$ cat config.mk
export PLATFORM = sky130hd
export DESIGN_NAME = br_lite_local_injector
export DESIGN_NICKNAME = d
export VERILOG_FILES = /design/src/rtl/br_lite_local_injector_pkg.sv /design/src/rtl/br_lite_rr_arbiter.sv /design/src/rtl/br_lite_local_injector.sv
export SDC_FILE = /design/constraint.sdc
export NUM_CORES = 1
export LEC_CHECK = 0
export ABC_AREA = 1
export CAP_MARGIN = 20
export CORE_MARGIN = 2
export CORE_UTILIZATION = 30
export DETAILED_ROUTE_END_ITERATION = 12
export GPL_TIMING_DRIVEN = 1
export PLACE_DENSITY = 0.65
export SLEW_MARGIN = 20
export SYNTH_ARGS = -nofsm -noshare
export SYNTH_HDL_FRONTEND = slang
export SYNTH_SLANG_ARGS = --single-unit
$ cat constraint.sdc
create_clock -name clk_i -period 2.85 [get_ports clk_i]
set_input_delay 0.855 -clock clk_i [delete_from_list [all_inputs] [get_ports clk_i]]
set_output_delay 0.855 -clock clk_i [all_outputs]
set_load 0.01 [all_outputs]
$ cat src/rtl/br_lite_local_injector_pkg.sv
// BrLite shared types: flit layout, router port and service encodings,
// plus the local injector's id width and FSM state type.
package br_lite_local_injector_pkg;

    typedef enum logic [2:0] {
        BR_EAST  = 3'd0,
        BR_WEST  = 3'd1,
        BR_NORTH = 3'd2,
        BR_SOUTH = 3'd3,
        BR_LOCAL = 3'd4
    } br_port_t;

    typedef enum logic [1:0] {
        BR_SVC_ALL   = 2'd0,
        BR_SVC_TGT   = 2'd1,
        BR_SVC_CLEAR = 2'd2,
        BR_SVC_RSVD  = 2'd3
    } br_service_t;

    typedef logic [3:0] br_id_t;

    typedef struct packed {
        br_service_t service;
        br_id_t      id;
        logic [15:0] seq_source;
        logic [15:0] seq_target;
        logic [31:0] payload;
    } br_data_t;

    localparam int BR_ID_WIDTH = $bits(br_id_t);

    typedef enum logic [2:0] {
        INJ_IDLE    = 3'd0,
        INJ_SEND    = 3'd1,
        INJ_ACK_SRC = 3'd2,
        INJ_HOLD    = 3'd3,
        INJ_REJECT  = 3'd4
    } br_inj_state_t;

endpackage

$ cat src/rtl/br_lite_rr_arbiter.sv
// Round-robin arbiter: search starts one past the last grant and wraps;
// the pointer only moves when a grant is actually taken (enable).
module br_lite_rr_arbiter #(
    parameter int N = 3,
    localparam int IW = (N > 1) ? $clog2(N) : 1
) (
    input  logic          clk_i,
    input  logic          rst_i,
    input  logic [N-1:0]  req,
    input  logic          enable,
    output logic [IW-1:0] gnt_idx,
    output logic          gnt_vld
);

    logic [IW-1:0] last_grant;

    // Walk offsets from farthest to nearest so the nearest requester wins.
    always_comb begin
        gnt_vld = 1'b0;
        gnt_idx = '0;
        for (int i = N; i >= 1; i--) begin
            if (req[(int'(last_grant) + i) % N]) begin
                gnt_vld = 1'b1;
                gnt_idx = IW'((int'(last_grant) + i) % N);
            end
        end
    end

    always_ff @(posedge clk_i) begin
        if (rst_i) begin
            last_grant <= IW'(N - 1);
        end else if (enable && gnt_vld) begin
            last_grant <= gnt_idx;
        end
    end

endmodule

$ cat src/rtl/br_lite_local_injector.sv
// Shares the router LOCAL input among NREQ PE requesters: arbitrates,
// stamps seq_source/id, runs the req/ack handshake and acks the requester.
module br_lite_local_injector
    import br_lite_local_injector_pkg::*;
#(
    parameter int          NREQ        = 3,
    parameter logic [15:0] SEQ_ADDRESS = 16'h0000,
    localparam int         IW          = $clog2(NREQ)
) (
    input  logic                 clk_i,
    input  logic                 rst_i,
    input  logic     [NREQ-1:0]  src_req_i,
    input  br_data_t [NREQ-1:0]  src_flit_i,
    output logic     [NREQ-1:0]  src_ack_o,
    output logic     [NREQ-1:0]  src_err_o,
    input  logic                 br_busy_i,
    output br_data_t             br_flit_o,
    output logic                 br_req_o,
    input  logic                 br_ack_i,
    output logic     [15:0]      injected_o
);

    br_inj_state_t          state_q;
    logic [IW-1:0]          win_q;
    br_data_t               flit_q;
    logic [BR_ID_WIDTH-1:0] id_ctr;
    logic [15:0]            inj_q;

    logic [IW-1:0] gnt_idx;
    logic          gnt_vld;
    logic          arb_en;
    br_data_t      stamped;

    // Busy is only honoured here; once in SEND the transaction always completes.
    assign arb_en = (state_q == INJ_IDLE) && !br_busy_i;

    br_lite_rr_arbiter #(.N(NREQ)) u_arb (
        .clk_i   (clk_i),
        .rst_i   (rst_i),
        .req     (src_req_i),
        .enable  (arb_en),
        .gnt_idx (gnt_idx),
        .gnt_vld (gnt_vld)
    );

    always_comb begin
        stamped            = src_flit_i[gnt_idx];
        stamped.seq_source = SEQ_ADDRESS;
        stamped.id         = id_ctr;
    end

    always_ff @(posedge clk_i) begin
        if (rst_i) begin
            state_q <= INJ_IDLE;
            win_q   <= '0;
            flit_q  <= '0;
            id_ctr  <= '0;
            inj_q   <= '0;
        end else begin
            case (state_q)
                INJ_IDLE: begin
                    if (arb_en && gnt_vld) begin
                        win_q <= gnt_idx;
                        if (src_flit_i[gnt_idx].service == BR_SVC_CLEAR) begin
                            state_q <= INJ_REJECT;
                        end else begin
                            flit_q  <= stamped;
                            state_q <= INJ_SEND;
                        end
                    end
                end
                INJ_SEND: begin
                    if (br_ack_i) state_q <= INJ_ACK_SRC;
                end
                INJ_ACK_SRC: begin
                    id_ctr  <= id_ctr + 1'b1;
                    inj_q   <= inj_q + 16'd1;
                    state_q <= INJ_HOLD;
                end
                // One dead cycle lets the router's local_busy_o settle.
                INJ_HOLD:   state_q <= INJ_IDLE;
                INJ_REJECT: state_q <= INJ_IDLE;
                default:    state_q <= INJ_IDLE;
            endcase
        end
    end

    always_comb begin
        src_ack_o = '0;
        src_err_o = '0;
        if (state_q == INJ_ACK_SRC || state_q == INJ_REJECT) src_ack_o[win_q] = 1'b1;
        if (state_q == INJ_REJECT) src_err_o[win_q] = 1'b1;
    end

    assign br_req_o   = (state_q == INJ_SEND);
    assign br_flit_o  = flit_q;
    assign injected_o = inj_q;

endmodule

==> summary.md, run 1 <==
| Metric | Value |
|---|---|
| Startpoint type of the worst setup path | primary input |
| Mapped Cells | 949 |
| I/O Buffers | 233 |
| HPWL after DPL | 13300 microns |
| CTS Sinks | 81 |
| Total Routing Usage GR | 18.5% |
| Fill cell count | ~1900 |
| Cell Rows | a little under 50 |
| RSZ-0062 raised after global routing | false |
| Non-Filler Instances | 1405 |
| Vias/cell | 4.49 |
| Synth Area in XOR/XNOR | 0.472% |
| Max-cap violations | 0 |
| Worst r2r path cells | 17 |
| Synth Area in Simple Gates | 39.9% |
| Die area | between 15000 and 20000 sq um |
| Fin. Hold Viols | 0 |
| Distinct cell type count after synthesis | 30 |
| Synthesized area per cell | around 5.9 sq um |
| Ys Warns | 0 |
| Post-Synth Adder-Cell Area | 1.35% |
| Slew Limit Fails | 0 |
| PostCTS Resize Cnt | 0 |
| Worst setup margin | 0.175 ns |
| Worst reg2reg setup slack | 0.37 ns |
| CTS buffer count | 9 |
| WL final | around 18000 microns |
| Post-synthesis mux area share | 0% |
| Layout Nets | about 1400 |
| Die height | approximately 140 microns |
| Setup Fix Bufs, Post-CTS | 0 |
| Max rail drop VDD | about 0.00066 V |
| Ports | 310 |
| Outcome | complete, no violations |
| Reg2reg end | br_flit_o[26] |
| Hold crit path type | register to register |
| Final ANT Viol Nets | 0 |
| First-pass GRT wire length | 29600 microns |
| DRT iter0 DRCs | approximately 310 |
| Dpl ws | -0.229 ns |
| Pin count of the biggest net entering global routing | 52 |
| Clock Latency Late Sink | 0.34 ns |
| Gr ovfl total | 0 |
| Leakage | 4.16 nW |
| Sum of negative setup slack | 0 ns |
| CTS tree | yes |
| Largest area contributor in the netlist | dfxtp_1 |
| Share of cells above drive strength 1 | 7.57% |
| Combinational family with the most area after synthesis | simple AND/OR/NAND/NOR gates |
| Worst Hold Path Cells | 2 |
| Clock Tree Root | clkbuf_16 |
| Final cell utilization of the core | between 40% and 50% |
| #FFs+latches synth | 81 |
| Largest cells by area after synthesis | dfxtp_1 29%, nand2_1 16%, nand3_1 15% |
| WHS Endpoint | br_flit_o[69] |
| CP arrival | 2.91 ns |
| Power per cell area | 1410 nW/um^2 |
| CP Data Required Time | between 3 and 4 ns |
| Hold Crit Start | br_flit_o[69] |
| Critical Path End Type | register |
| Register area share after synthesis | 29.1% |
| Core area | 18100 sq um |
| Placed cells | 1389 |
| Cell Area, Synth | 5570 sq um |
| CTS Buffer Depth | 2 |
| Vias | 6303 |
| Tmin final | around 2.7 ns |
| Die width | between 100 and 150 microns |
| Clk_skew | ~0.0046 ns |
| Placer's final routability congestion estimate | approximately 0.8 |
| Worst-path clk slew | 0.06 ns |
| Area Growth Syn to Fin | 53.8% |
| Final Cycle Share | a little over nine tenths |
| Share of the synthesized area in the top cell type | 29.1% |
| Synth Area in Compound Gates | 9.24% |
| Pre-Repair DR Iteration Count | 5 |
| Critical Path Fanout Max | 17 |
| # diodes | 0 |
| R2r startpoint | u_arb.last_grant[0] |
| Hold Buf Count CTS | 0 |
| WS Path Type | primary input to register |
| Sequential cell area | 1620 sq um |
| Fmax | 374 MHz |
| Vias in the first global route | 5961 |
| Final setup vio count | 0 |
| Initial antenna violation count | 0 |
| WL per Instance | between 10 and 15 microns |
| Starting Density | 30.8% |
| H-tree Lvls | 3 |
| Multi-input logic area | 2900 sq um |
| Drc violations | 0 |
[registers in the layout, indices dropped and copies added, names as in the netlist]
register          cells
br_flit_o            54
injected_o           16
id_ctr                4
state_q               3
u_arb.last_grant      2
win_q                 2
[synth_stat cells, drive strengths merged]
library cell  count
a211oi            1
xor2              2
inv             186
nor4              2
nand3           173
nor3b             1
xnor2             1
ha                6
nand4             2
nor2             73
nand2           245
buf              56
clkbuf           17
nor3             16
dfxtp            81
o211ai            1
o21ai            16
a31oi             2
a21oi            67
conb              1
[layer usage]
metal,up-vias,wire [microns],share of wire (%),global-route usage (%)
met5,-,0,0,0
met4,0,366,2.0,6.06
met3,19,1090,6.1,3.45
met2,182,8360,47,31.6
met1,2764,8090,45,23.4
li1,3338,-,-,-
[stage by stage]
stage / power (mW) / hold slack (ns) / area, sq um
CTS: 12.2 / 0.485 / 8550
floorplan: 7.92 / 0.468 / 5620
detailed placement: 10.9 / 0.469 / 8230
finish: 12.1 / 0.475 / 8560
global route: 13.5 / 0.503 / 8560
global placement: 10.9 / 0.460 / 8230
[how the worst max path moves through the flow]
stage / slack, ns / startpoint / to / cells after the start
final: 0.17 / src_req_i[2] / br_flit_o[39] / 13
after global routing: 0.0006 / src_req_i[2] / br_flit_o[40] / 13
after CTS: 0.13 / src_req_i[2] / br_flit_o[7] / 15
after detailed placement: -0.23 / src_req_i[2] / br_flit_o[7] / 15
after global placement: -0.19 / src_req_i[1] / br_flit_o[7] / 15
after floorplan: 0.52 / src_req_i[2] / br_flit_o[32] / 15
[worst max-delay path, stage by stage]
cell and delay (ns):
clkdlybuf4s50_1 0.47, inv_1 0.08, o21ai_1 0.21, buf_4 0.15, nand3_2 0.15, buf_4 0.19
nand3_1 0.09, nand3_1 0.10, nand2_2 0.10, nand2_4 0.10, buf_4 0.21, a21oi_1 0.14
nor2_1 0.06
[layout make-up]
class / instances / area share, %
clock buffers: 10 / 2.79
clock inverters: 6 / 0.848
inverters: 186 / 8.22
multi-input cells: 624 / 33.9
flip-flops and latches: 81 / 18.9
well taps: 229 / 3.35
repair buffers: 269 / 31.9
[placed cells by master, fill, tap and decap left out, drive strengths merged]
cell type,synthesis,final
a21oi,67,67
dfxtp,81,81
o211ai,1,1
a211oi,1,1
inv,186,190
conb,1,16
bufinv,0,1
xor2,2,2
nand2,245,245
nor2,73,73
nor3,16,16
xnor2,1,1
nor3b,1,1
buf,56,36
nor4,2,2
a31oi,2,2
nand3,173,173
clkdlybuf4s50,0,232
dlymetal6s2s,0,1
ha,6,6
clkinv,0,1
clkbuf,17,10
nand4,2,2
o21ai,16,16
[logic make-up after synthesis]
| logic type | after synthesis |
|---|---|
| simple gates | 512 |
| buf+inv | 259 |
| compound gates | 87 |
| flops | 81 |
| fa+ha+maj | 6 |
| xor+xnor | 3 |
| other cells | 1 |
[power by group]
group / switching (mW) / total, mW / leakage, nW / internal (mW)
Clock: 0.510 / 1.23 / 0.156 / 0.717
Combinational: 5.56 / 9.22 / 3.35 / 3.67
Sequential: 0.182 / 1.62 / 0.664 / 1.44
Power figures use the tool's default switching activity.
==> run 2: changes to the inputs <==
==> constraint.sdc (replaced) <==
create_clock -name clk_i -period 2.85 [get_ports clk_i]
set_input_delay 0.855 -clock clk_i [delete_from_list [all_inputs] [get_ports clk_i]]
set_output_delay 0.855 -clock clk_i [all_outputs]
set_load 0.02 [all_outputs]
==> results of run 2 <==
Same layout as run 1 (identical final DEF). Status: complete, no violations.
Among the figures that moved: total power 12.1 mW -> 12.3 mW; worst IR drop on VDD 0.000663 V -> 0.000668 V
